<file path="src/rtl/loop_sampler.sv">
// rtl/loop_sampler.sv - ring-oscillator entropy loop controller with von Neumann harvester
// Seeds the loop, samples its synchronised output, debiases pairs and packs 32-bit words.
module loop_sampler #(
    parameter int SAMPLE_CYCLES = 16,
    parameter int SEED_CYCLES   = 4
) (
    input  logic        clk,
    input  logic        reset_n,
    input  logic        enable,
    input  logic        loop_d,
    output logic        loop_ctrl,
    output logic        loop_seed,
    output logic [31:0] rnd_data,
    output logic        rnd_valid,
    input  logic        rnd_ack
);

    localparam logic [7:0] SAMPLE_LAST = 8'(SAMPLE_CYCLES - 1);
    localparam logic [7:0] SEED_LAST   = 8'(SEED_CYCLES - 1);

    typedef enum logic [1:0] {
        IDLE = 2'd0,
        SEED = 2'd1,
        RUN  = 2'd2
    } state_t;

    state_t      state;
    state_t      state_next;
    logic        sync1;
    logic        sync2;
    logic [7:0]  seed_cnt;
    logic [7:0]  sample_cnt;
    logic        pair_flag;
    logic        first_bit;
    logic [31:0] collect;
    logic [5:0]  bit_cnt;

    logic        full;
    logic        xfer;
    logic        stall;
    logic        sample_tick;
    logic        emit;

    always_comb begin
        state_next = state;
        case (state)
            IDLE:    if (enable) state_next = SEED;
            SEED:    if (seed_cnt == SEED_LAST) state_next = RUN;
            RUN:     state_next = RUN;
            default: state_next = IDLE;
        endcase
        if (!enable) state_next = IDLE;
    end

    // A full word that cannot be handed off stalls sampling so no pair is split.
    always_comb begin
        full        = (bit_cnt == 6'd32);
        xfer        = full && (!rnd_valid || rnd_ack);
        stall       = full && !xfer;
        sample_tick = (state == RUN) && enable && !stall && (sample_cnt == SAMPLE_LAST);
        emit        = sample_tick && pair_flag && (first_bit != sync2);
    end

    always_ff @(posedge clk or negedge reset_n) begin
        if (!reset_n) begin
            state     <= IDLE;
            loop_ctrl <= 1'b1;
            loop_seed <= 1'b0;
            seed_cnt  <= 8'd0;
        end else begin
            state     <= state_next;
            loop_ctrl <= (state_next != RUN);
            if (state == IDLE && enable) loop_seed <= !loop_seed;
            if (state == SEED && enable)
                seed_cnt <= (seed_cnt == SEED_LAST) ? 8'd0 : seed_cnt + 8'd1;
            else
                seed_cnt <= 8'd0;
        end
    end

    always_ff @(posedge clk or negedge reset_n) begin
        if (!reset_n) begin
            sync1 <= 1'b0;
            sync2 <= 1'b0;
        end else begin
            sync1 <= loop_d;
            sync2 <= sync1;
        end
    end

    always_ff @(posedge clk or negedge reset_n) begin
        if (!reset_n) begin
            sample_cnt <= 8'd0;
            pair_flag  <= 1'b0;
            first_bit  <= 1'b0;
        end else if (!enable || state != RUN) begin
            sample_cnt <= 8'd0;
            pair_flag  <= 1'b0;
        end else if (!stall) begin
            sample_cnt <= (sample_cnt == SAMPLE_LAST) ? 8'd0 : sample_cnt + 8'd1;
            if (sample_tick) begin
                pair_flag <= !pair_flag;
                if (!pair_flag) first_bit <= sync2;
            end
        end
    end

    // A bit emitted on the transfer cycle becomes the first bit of the next word.
    always_ff @(posedge clk or negedge reset_n) begin
        if (!reset_n) begin
            collect <= 32'd0;
            bit_cnt <= 6'd0;
        end else if (!enable) begin
            collect <= 32'd0;
            bit_cnt <= 6'd0;
        end else begin
            if (emit) collect <= {collect[30:0], first_bit};
            if (xfer)
                bit_cnt <= emit ? 6'd1 : 6'd0;
            else if (emit)
                bit_cnt <= bit_cnt + 6'd1;
        end
    end

    always_ff @(posedge clk or negedge reset_n) begin
        if (!reset_n) begin
            rnd_data  <= 32'd0;
            rnd_valid <= 1'b0;
        end else if (xfer) begin
            rnd_data  <= collect;
            rnd_valid <= 1'b1;
        end else if (rnd_ack) begin
            rnd_valid <= 1'b0;
        end
    end

endmodule

</file>
<file path="config.mk">
export PLATFORM = sky130hd
export DESIGN_NAME = loop_sampler
export DESIGN_NICKNAME = d
export VERILOG_FILES = /design/src/rtl/loop_sampler.sv
export SDC_FILE = /design/constraint.sdc
export NUM_CORES = 1
export LEC_CHECK = 0
export ABC_AREA = 1
export BUFFER_PORTS_ARGS = -buffer_cell sky130_fd_sc_hd__buf_2
export CELL_PAD_IN_SITES_DETAIL_PLACEMENT = 0
export CELL_PAD_IN_SITES_GLOBAL_PLACEMENT = 1
export CORE_UTILIZATION = 40
export DETAILED_ROUTE_END_ITERATION = 6
export PLACE_DENSITY = 0.72
export SLEW_MARGIN = 20
export SYNTH_ARGS = -nofsm -noshare
export SYNTH_HDL_FRONTEND = slang
export SYNTH_SLANG_ARGS = --single-unit
</file>
<file path="constraint.sdc">
create_clock -name clk -period 1.6 [get_ports clk]
set_input_delay 0.16 -clock clk [delete_from_list [all_inputs] [get_ports clk]]
set_output_delay 0.16 -clock clk [all_outputs]
set_load 0.01 [all_outputs]
</file>
==> impl_metrics.env, run 1 <==
export IMPL_worstHoldStart="enable"
export IMPL_tns_ps=-4.53
export IMPL_cts_tree="yes"
export IMPL_critPathRequiredTime_ps=1860
export IMPL_ir_drop_uv=378
export IMPL_drv_slew=0
export IMPL_violations="setup timing"
export IMPL_fp_row_count=36
export IMPL_r2r_slack_ps=-5
export IMPL_antennaDiodeCount=0
export IMPL_finalHoldViolCount=0
export IMPL_crit_path_max_fanout=13
export IMPL_synth_simple_area_share_pct=30.9
export IMPL_synth_edff_count=0
export IMPL_critPathCapture="collect[19]"
export IMPL_pin_count=40
export IMPL_synth_area_per_cell_sq_um=8.93
export IMPL_worstPathArrival_ps=1860
export IMPL_vias=3207
export IMPL_postRouteAntennaNets=0
export IMPL_grt_usage_pct=17.2
export IMPL_synth_cells=457
export IMPL_placed_area_sq_um=4680
export IMPL_r2r_start="sample_cnt[1]"
export IMPL_drc_errors=0
export IMPL_place_congestion=0.791
export IMPL_core_area_sq_um=9820
export IMPL_period_needed_ps=1600
export IMPL_async_flop_share_pct=100
export IMPL_synth_compound_area_share_pct=1.99
export IMPL_synth_cell_types=29
export IMPL_final_cell_count_no_fill=669
export IMPL_grt_max_degree=68
export IMPL_r2r_end="collect[19]"
export IMPL_cp_startpoint="sample_cnt[1]"
export IMPL_fmax_ghz=0.623
export IMPL_drt_iter0_drc=128
export IMPL_finClkSkew_ps=12.0
export IMPL_h_tree_depth=3
export IMPL_synth_fa_ha_area_share_pct=1.23
export IMPL_met1_usage_pct=23.9
export IMPL_yosys_warnings=0
export IMPL_synth_mux_area_share_pct=0
export IMPL_yosysTopAreaCellShare_pct=57.7
export IMPL_rsz0062_at_grt="true"
export IMPL_critical_path_class="flip-flop to flip-flop"
export IMPL_wl_per_cell_microns=12.7
export IMPL_grt_pass1_wl_microns=14100
export IMPL_critical_path_startpoint_type="flip-flop"
export IMPL_yosys_area_top_type="dfrtp_1"
export IMPL_ys_seq_elements=95
export IMPL_worstMarginPinSlew_ps=635
export IMPL_placedCellCount=644
export IMPL_cts_sinks=95
export IMPL_synth_area_sq_um=4080
export IMPL_synth_nets=466
export IMPL_cts_root_buf="clkbuf_8"
export IMPL_port_buffers=39
export IMPL_setup_ws_ps=-4.53
export IMPL_n_fill_cell=1000
export IMPL_clk_pin_slew_ps=100
export IMPL_antenna_found_initial=0
export IMPL_die_h_microns=103
export IMPL_dpl_hpwl_microns=5390
export IMPL_design_area_sq_um=5050
export IMPL_netlist_top_cells_area="dfrtp_1 (58%), nand2_1 (14%), nand3_1 (11%)"
export IMPL_start_util_pct=41.6
export IMPL_drive_gt1_share_pct=22.6
export IMPL_drt_wl_total_microns=8490
export IMPL_die_area_sq_um=10600
export IMPL_clock_path_buffers=2
export IMPL_viasPerCell=4.79
export IMPL_synth_top_family_by_area="simple AND/OR/NAND/NOR gates"
export IMPL_grt_pass1_vias=3026
export IMPL_endpoint_kind="flip-flop"
export IMPL_drv_cap=0
export IMPL_synth_main_ff_cell="dfrtp_1"
export IMPL_synth_seq_area_share_pct=58.3
export IMPL_min_path_type="primary input to flip-flop"
export IMPL_met2_usage_pct=27.2
export IMPL_final_nets=541
export IMPL_maxSlewHeadroom_pct=57.7
export IMPL_die_w_microns=103
export IMPL_reg2regPathDepth=9
export IMPL_finalCritPeriodShare_pct=100
export IMPL_synth_xor_area_share_pct=2.58
export IMPL_use_met3_pct=2.24
export IMPL_grt_busiest_layer="met2"
export IMPL_grt_overflow_total=0
export IMPL_clkLatencyLatePin_ps=360
export IMPL_cts_made_buffers=9
export IMPL_firstDrtPassIters=4
export IMPL_synthToLayoutAreaGrowth_pct=23.8
export IMPL_p_leak_nw=2.74
export IMPL_setup_violations=1
export IMPL_outcome="finished, violations left"
export IMPL_powerDensity_nw_per_um2=797
[worst min-delay path by stage]
stage	slack [ps]	cells past startpoint	to
2_1_floorplan	-140	0	bit_cnt[0]
3_3_place_gp	150	1	rnd_data[20]
3_5_place_dp	150	1	rnd_data[20]
4_1_cts	180	4	state[0]
5_1_grt	220	4	state[0]
6_report	200	4	state[0]
[routing by layer]
| metal | up-vias | routed length [microns] |
|---|---|---|
| met1 | 1544 | 4290 |
| met4 | 0 | 90 |
| met3 | 8 | 187 |
| met5 | - | 0 |
| met2 | 37 | 3920 |
| li1 | 1618 | - |
[what timing repair did]
item / in CTS / in global routing
pin swaps: 1 / 8
buffers inserted: 0 / 6
endpoints found under the hold margin: 32 / 0
gates resized for setup: 4 / 19
hold buffers: 3 / 0
setup endpoints to repair: 32 / 70
cloned: 0 / 2
[flip-flops by register name, indices dropped and copies added, names as in the netlist]
| register | cells |
|---|---|
| loop_seed | 1 |
| rnd_data | 32 |
| state | 2 |
| rnd_valid | 1 |
| loop_ctrl | 1 |
| first_bit | 1 |
| sync1 | 1 |
| collect | 32 |
| pair_flag | 1 |
| sample_cnt | 8 |
| bit_cnt | 6 |
| seed_cnt | 8 |
| sync2 | 1 |
[synthesized netlist by cell type (all sizes together), types with 4 or more instances]
| master | instances |
|---|---|
| xor2 | 8 |
| inv | 24 |
| xnor2 | 4 |
| nand2 | 156 |
| clkbuf | 6 |
| nand3 | 91 |
| a21oi | 5 |
| buf | 14 |
| o21ai | 10 |
| ha | 4 |
| dfrtp | 94 |
| nor2 | 26 |
| nand4 | 4 |
| nor3b | 4 |
[placed cells by master (no fill, tap or decap), types with 4 or more instances in the layout]
| master | synthesis | layout |
|---|---|---|
| o21ai_0 | 10 | 8 |
| nand2_1 | 155 | 154 |
| inv_1 | 22 | 19 |
| nor2_1 | 21 | 19 |
| inv_2 | 2 | 5 |
| nor2_4 | 1 | 5 |
| nand3_1 | 90 | 85 |
| buf_2 | 4 | 38 |
| a21oi_1 | 5 | 5 |
| buf_4 | 3 | 34 |
| xnor2_1 | 4 | 4 |
| buf_12 | 0 | 6 |
| clkbuf_8 | 0 | 9 |
| nand3_2 | 1 | 5 |
| nor3b_1 | 4 | 4 |
| xor2_1 | 8 | 8 |
| dfrtp_1 | 94 | 94 |
[report_power, final]
part | leakage (nW) | switching [mW] | total, mW | internal (mW)
registers | 1.31 | 0.0135 | 2.43 | 2.42
logic | 1.34 | 0.110 | 0.161 | 0.0514
clock network | 0.0792 | 0.865 | 1.43 | 0.567
total | 2.74 | 0.988 | 4.03 | 3.04
[stage by stage]
| step | hold slack, ps | util (%) | worst slack [ps] | total power [mW] |
|---|---|---|---|---|
| final | 196 | 51.5 | -4.53 | 4.03 |
| after global routing | 221 | 51.5 | -105 | 4.21 |
| after CTS | 177 | 49.8 | -2.87 | 4.10 |
| after detailed placement | 149 | 47.6 | -125 | 2.64 |
| after global placement | 145 | 47.6 | -23.8 | 2.64 |
| after floorplan | -136 | - | 11.5 | 2.54 |
[layout make-up]
type | instances | area, sq um | area share, %
Multi-Input combinational cell | 318 | 1590 | 31.5
Timing Repair Buffer | 84 | 657 | 13.0
Inverter | 24 | 90.1 | 1.78
Clock inverter | 6 | 47.5 | 0.941
Tap cell | 133 | 166 | 3.29
Sequential cell | 95 | 2380 | 47.1
Clock buffer | 9 | 124 | 2.45
[critical path, cell delays in order, from the launching register on]
cell	delay [ps]
dfrtp_1	370
ha_2	210
nand3_4	90
nor2_4	160
nand3_2	110
nor2_4	150
nand2_4	90
clkbuf_16	180
nand3_1	80
nand2_1	70
[logic make-up after synthesis]
logic type	after synthesis
AO/OA/AOI/OAI	16
XOR/XNOR	12
adder cells (fa/ha/maj)	4
buffers and inverters	44
flip-flops	95
AND/OR/NAND/NOR	286
No activity file was read; power rests on OpenSTA's default activity.
==> inputs of run 2 (changes only) <==
--- a/config.mk
+++ b/config.mk
@@ -11,7 +11,7 @@
 export CELL_PAD_IN_SITES_GLOBAL_PLACEMENT = 1
 export CORE_UTILIZATION = 40
 export DETAILED_ROUTE_END_ITERATION = 6
-export PLACE_DENSITY = 0.72
+export PLACE_DENSITY_LB_ADDON = 0.1
 export SLEW_MARGIN = 20
 export SYNTH_ARGS = -nofsm -noshare
 export SYNTH_HDL_FRONTEND = slang
==> run 2 against run 1 <==
Net effect: the run still ends with setup timing left; register-to-register slack lost 20 ps; wire length fell by 3.1%; maximum frequency decreased by 1.4%; die area is the same; clock-buffer cell count increased by 1; global-route usage is 0.62 points lower; clock power about the same; cell count fell by 0.30%; sequential power barely moved; largest cell class unchanged.
==> impl_metrics.env, run 2 (synthesis gave the netlist of run 1 again) <==
export IMPL_cts_root_buf="clkbuf_8"
export IMPL_worstPathArrival_ps=1880
export IMPL_finalCritPeriodShare_pct=102
export IMPL_finalHoldViolCount=0
export IMPL_final_cell_mix="nand2_1 (144), dfrtp_1 (94), nand3_1 (86)"
export IMPL_p_sw_uw=943
export IMPL_tns_ps=-80.0
export IMPL_fp_row_count=36
export IMPL_min_path_type="primary input to flip-flop"
export IMPL_start_util_pct=41.6
export IMPL_setup_ws_ps=-28.0
export IMPL_seq_power_share_pct=60.5
export IMPL_grt_usage_pct=16.6
export IMPL_r2r_start="bit_cnt[0]"
export IMPL_clkLatencyLatePin_ps=350
export IMPL_antenna_found_initial=0
export IMPL_viasPerCell=4.82
export IMPL_h_tree_depth=3
export IMPL_dpl_hpwl_microns=5380
export IMPL_critPathRequiredTime_ps=1850
export IMPL_switching_share_pct=23.5
export IMPL_endpoint_kind="flip-flop"
export IMPL_r2r_end="bit_cnt[1]"
export IMPL_period_needed_ps=1630
export IMPL_powerDensity_nw_per_um2=790
export IMPL_port_buffers=39
export IMPL_crit_path_max_fanout=5
export IMPL_drc_errors=0
export IMPL_grt_pass1_vias=2946
export IMPL_grt_max_degree=68
export IMPL_outcome="finished, violations left"
export IMPL_p_leak_nw=2.74
export IMPL_core_area_sq_um=9820
export IMPL_synthToLayoutAreaGrowth_pct=24.5
export IMPL_final_core_util_pct=51.7
export IMPL_final_nets=539
export IMPL_final_common_cell="nand2_1"
export IMPL_finClkSkew_ps=13.8
export IMPL_cts_made_buffers=9
export IMPL_die_h_microns=103
export IMPL_die_w_microns=103
export IMPL_n_fill_cell=993
export IMPL_violations="setup timing"
export IMPL_reg2regPathDepth=11
export IMPL_r2r_slack_ps=-30
export IMPL_maxSlewHeadroom_pct=57.9
export IMPL_reg_top3="collect: 32 flops, rnd_data: 32 flops"
export IMPL_worstHoldStart="enable"
export IMPL_grt_pass1_wl_microns=13600
export IMPL_drv_slew=0
export IMPL_holdPathEnd="state[0]"
export IMPL_drt_iter0_drc=85
export IMPL_worstMarginPinSlew_ps=632
export IMPL_setup_violations=5
export IMPL_postRouteAntennaNets=0
export IMPL_critical_path_class="flip-flop to flip-flop"
export IMPL_clock_path_buffers=2
export IMPL_combPwrFrac_pct=4.1
export IMPL_rsz0062_at_grt="true"
export IMPL_cts_sinks=95
export IMPL_internal_power_mw=3.07
export IMPL_pin_count=40
export IMPL_antennaDiodeCount=0
export IMPL_ir_drop_uv=448
export IMPL_firstDrtPassIters=4
export IMPL_die_area_sq_um=10600
export IMPL_place_congestion=0.765
export IMPL_drv_cap=0
export IMPL_vias=3215
export IMPL_holdPathStages=4
export IMPL_fmax_ghz=0.614
export IMPL_drive_gt1_share_pct=24.2
export IMPL_clk_pin_slew_ps=90
export IMPL_cts_tree="yes"
export IMPL_drt_wl_total_microns=8230
export IMPL_grt_overflow_total=0
export IMPL_wl_per_cell_microns=12.3
export IMPL_critical_path_startpoint_type="flip-flop"
export IMPL_clock_power_share_pct=35.4
[run 2: cell count changes in the layout (fill, tap and decap cells not counted), sizes merged]
cell	delta
clkinvlp	-1
buf	-1
[run 2: worst max-delay path by stage]
stage,from,end,slack [ps],cells past startpoint
after global routing,sample_cnt[0],collect[21],-140,8
final,bit_cnt[0],bit_cnt[1],-30,11
after CTS,bit_cnt[0],rnd_data[6],-10,10
after detailed placement,bit_cnt[0],bit_cnt[3],-110,10
after global placement,bit_cnt[0],bit_cnt[4],-90,10
after floorplan,sample_cnt[0],collect[10],10,9
[run 2: final cells by class]
cell class | count | area [sq um] | area share [%]
Timing Repair Buffer | 82 | 651 | 12.8
Sequential cell | 95 | 2380 | 46.8
Tap cell | 133 | 166 | 3.28
Inverter | 24 | 92.6 | 1.82
Multi-Input combinational cell | 318 | 1620 | 31.9
Clock inverter | 5 | 33.8 | 0.665
Clock buffer | 10 | 138 | 2.71
[run 2: what timing repair did]
action                     CTS  global route
hold buffers                 3             0
resized for setup            5            40
pin swaps                    2             6
setup endpoints to repair   69            76
cloned                       0             1
hold endpoints to repair    29             0
buffers inserted             0             6
[run 2: power groups by stage]
stage               registers (mW)  logic [mW]  clock network (mW)
detailed placement            2.48       0.157                   0
finish                        2.43       0.164                1.42
global route                  2.43       0.185                1.58
CTS                           2.43       0.165                1.49
floorplan                     2.49      0.0531                   0
global placement              2.48       0.155                   0
[run 2: layer usage]
layer	share of wire, %	vias up	track usage (%)
li1	-	1624	-
met1	48	1541	22.5
met2	48	44	26.9
met3	2.7	6	2.24
met4	0.85	0	7.15
met5	0	-	0
[run 2: worst max-delay path, cell delays in order, from the launching register on]
cell	delay [ps]
dfrtp_1	400
inv_2	80
ha_4	140
nand2_4	50
nor2_4	130
nand2_2	100
nor2_4	200
buf_6	130
nor2_4	50
buf_4	130
nand3_1	70
nand2_1	50
[run 2: per-stage QoR]
stage	power [mW]	worst slack, ps	hold WS [ps]	std cells	instance area, sq um
detailed placement	2.64	-109	125	642	4650
CTS	4.09	-12.2	186	660	4870
floorplan	2.54	11.5	-136	457	4090
global route	4.20	-140	205	667	5080
global placement	2.63	-90.4	122	642	4650
finish	4.01	-28.0	209	667	5080
==> inputs of run 3 (changes only) <==
--- a/config.mk
+++ b/config.mk
@@ -9,6 +9,7 @@
 export BUFFER_PORTS_ARGS = -buffer_cell sky130_fd_sc_hd__buf_2
 export CELL_PAD_IN_SITES_DETAIL_PLACEMENT = 0
 export CELL_PAD_IN_SITES_GLOBAL_PLACEMENT = 1
+export CORE_MARGIN = 3
 export CORE_UTILIZATION = 40
 export DETAILED_ROUTE_END_ITERATION = 6
 export PLACE_DENSITY_LB_ADDON = 0.1
==> constraint.sdc (replaced) <==
create_clock -name clk -period 1.6 [get_ports clk]
set_input_delay 0.32 -clock clk [delete_from_list [all_inputs] [get_ports clk]]
set_output_delay 0.32 -clock clk [all_outputs]
set_load 0.01 [all_outputs]
==> run 3 against run 2 <==
Net effect: the run still ends with setup timing left; cell area up 3.9%; cell count up 1.2%; first-iteration DRC count up 110%; power down 0.59%; global-route usage down 0.28 points; flip-flop and latch count unchanged; clock power about the same; critical path depth unchanged; register-to-register slack better by 20 ps; utilization up 1.8 points; critical endpoint is now collect[27].
==> impl_metrics.env, run 3 (synthesis gave the netlist of run 1 again) <==
export IMPL_cp_startpoint="bit_cnt[0]"
export IMPL_drc_errors=0
export IMPL_switching_share_pct=23.2
export IMPL_wl_per_cell_microns=13.3
export IMPL_p_leak_nw=2.81
export IMPL_r2r_start="bit_cnt[0]"
export IMPL_cts_tree="yes"
export IMPL_postRouteAntennaNets=0
export IMPL_clock_power_share_pct=34.8
export IMPL_critPathRequiredTime_ps=1900
export IMPL_worstPathArrival_ps=1900
export IMPL_path_cells="inv_2 -> ha_4 -> nand2_4 -> nor2_4 -> nand3_4 -> nand3_2 -> nor2_4 -> nand2_4 -> clkbuf_16 -> nand3_1 -> nand2_1"
export IMPL_final_nets=547
export IMPL_fin_total_pwr_mw=3.99
export IMPL_drive_gt1_share_pct=29.2
export IMPL_tns_ps=-27.1
export IMPL_grt_pass1_wl_microns=15000
export IMPL_drt_wl_total_microns=8990
export IMPL_start_util_pct=41.4
export IMPL_firstDrtPassIters=4
export IMPL_final_common_cell="nand2_1"
export IMPL_crit_path_max_fanout=7
export IMPL_powerDensity_nw_per_um2=756
export IMPL_setup_ws_ps=-7.76
export IMPL_ir_drop_uv=406
export IMPL_finClkSkew_ps=9.95
export IMPL_worstMarginPinSlew_ps=397
export IMPL_maxSlewHeadroom_pct=73.6
export IMPL_finalCritPeriodShare_pct=100
export IMPL_reg_top3="collect: 32 flops, rnd_data: 32 flops"
export IMPL_pin_count=40
export IMPL_synthToLayoutAreaGrowth_pct=29.3
export IMPL_drt_iter0_drc=176
export IMPL_die_area_sq_um=11400
export IMPL_vias=3285
export IMPL_antenna_found_initial=0
export IMPL_drv_slew=0
export IMPL_final_cell_count_no_fill=675
export IMPL_cts_root_buf="clkbuf_8"
export IMPL_cpPeakStageDelay_ps=400
export IMPL_worstHoldStart="loop_d"
export IMPL_die_w_microns=107
export IMPL_fmax_ghz=0.622
export IMPL_dpl_hpwl_microns=5760
export IMPL_path_buf_inv=2
export IMPL_crit_family="simple AND/OR/NAND/NOR gates"
export IMPL_grt_pass1_vias=3111
export IMPL_drv_cap=0
export IMPL_clkLatencyLatePin_ps=360
export IMPL_critical_path_class="flip-flop to flip-flop"
export IMPL_outcome="finished, violations left"
export IMPL_clk_pin_slew_ps=80
export IMPL_endpoint_kind="flip-flop"
export IMPL_clock_path_buffers=2
export IMPL_setup_violations=6
export IMPL_fp_row_count=36
export IMPL_min_path_type="primary input to flip-flop"
export IMPL_antennaDiodeCount=0
export IMPL_h_tree_depth=3
export IMPL_place_congestion=0.789
export IMPL_seq_power_share_pct=60.9
export IMPL_viasPerCell=4.87
export IMPL_cts_made_buffers=9
export IMPL_period_needed_ps=1610
export IMPL_finalHoldViolCount=0
export IMPL_grt_max_degree=39
export IMPL_placedCellCount=648
export IMPL_grt_usage_pct=16.3
export IMPL_combPwrFrac_pct=4.2
export IMPL_port_buffers=39
export IMPL_die_h_microns=107
export IMPL_core_area_sq_um=9860
export IMPL_violations="setup timing"
export IMPL_grt_overflow_total=0
export IMPL_cts_sinks=95
export IMPL_crit_slowest_cell="dfrtp_1"
export IMPL_final_cell_mix="nand2_1 (126), dfrtp_1 (94), nand3_1 (85)"
export IMPL_rsz0062_at_grt="true"
export IMPL_p_sw_uw=925
export IMPL_critical_path_startpoint_type="flip-flop"
export IMPL_internal_power_mw=3.07
[run 3: layout make-up]
cell class,instances,area [sq um]
well taps,133,166
multi-input cells,319,1750
repair buffers,89,726
clock inverters,4,22.5
flip-flops and latches,95,2380
inverters,24,92.6
fillers,936,4590
clock buffers,11,141
[run 3: worst paths after layout]
path	end	cells past startpoint	slack, ps
worst max-delay path	collect[27]	11	-8
worst min-delay path	sync1	1	70
worst max register to register	collect[27]	11	-8
worst min register to register	sync2	0	350
max in group asynchronous	loop_ctrl	3	580
min in group asynchronous	seed_cnt[7]	2	420
[run 3: per-layer routing]
metal / part of all wire, % / vias to the layer above / global-route usage (%)
met5: 0 / - / 0
met4: 1.8 / 0 / 6.21
met3: 2.8 / 13 / 2.95
met2: 46 / 45 / 26.4
met1: 49 / 1585 / 21.9
li1: - / 1642 / -
[run 3: what timing repair did]
item,CTS,global route
pin swaps,4,9
hold buffers,1,0
setup buffers,1,4
endpoints found under the setup margin,70,77
gates resized for setup,10,66
hold endpoints to repair,23,0
cloned,1,5
[run 3: power by group through the flow]
stage	Sequential (mW)	Combinational [mW]	Clock [mW]
2_1_floorplan	2.49	0.0531	0
3_5_place_dp	2.48	0.170	0
3_3_place_gp	2.48	0.167	0
6_report	2.43	0.169	1.39
5_1_grt	2.43	0.193	1.56
4_1_cts	2.43	0.175	1.45
[run 3: per-stage QoR]
stage	instance area [sq um]	utilization [%]	hold WS [ps]	setup WS, ps
detailed placement	4700	47.6	277	-119
global route	5280	53.5	60.1	-132
finish	5280	53.5	71.5	-7.76
global placement	4700	47.6	281	-24.8
CTS	4920	49.9	57.7	-11.5
floorplan	4090	-	24.4	11.5
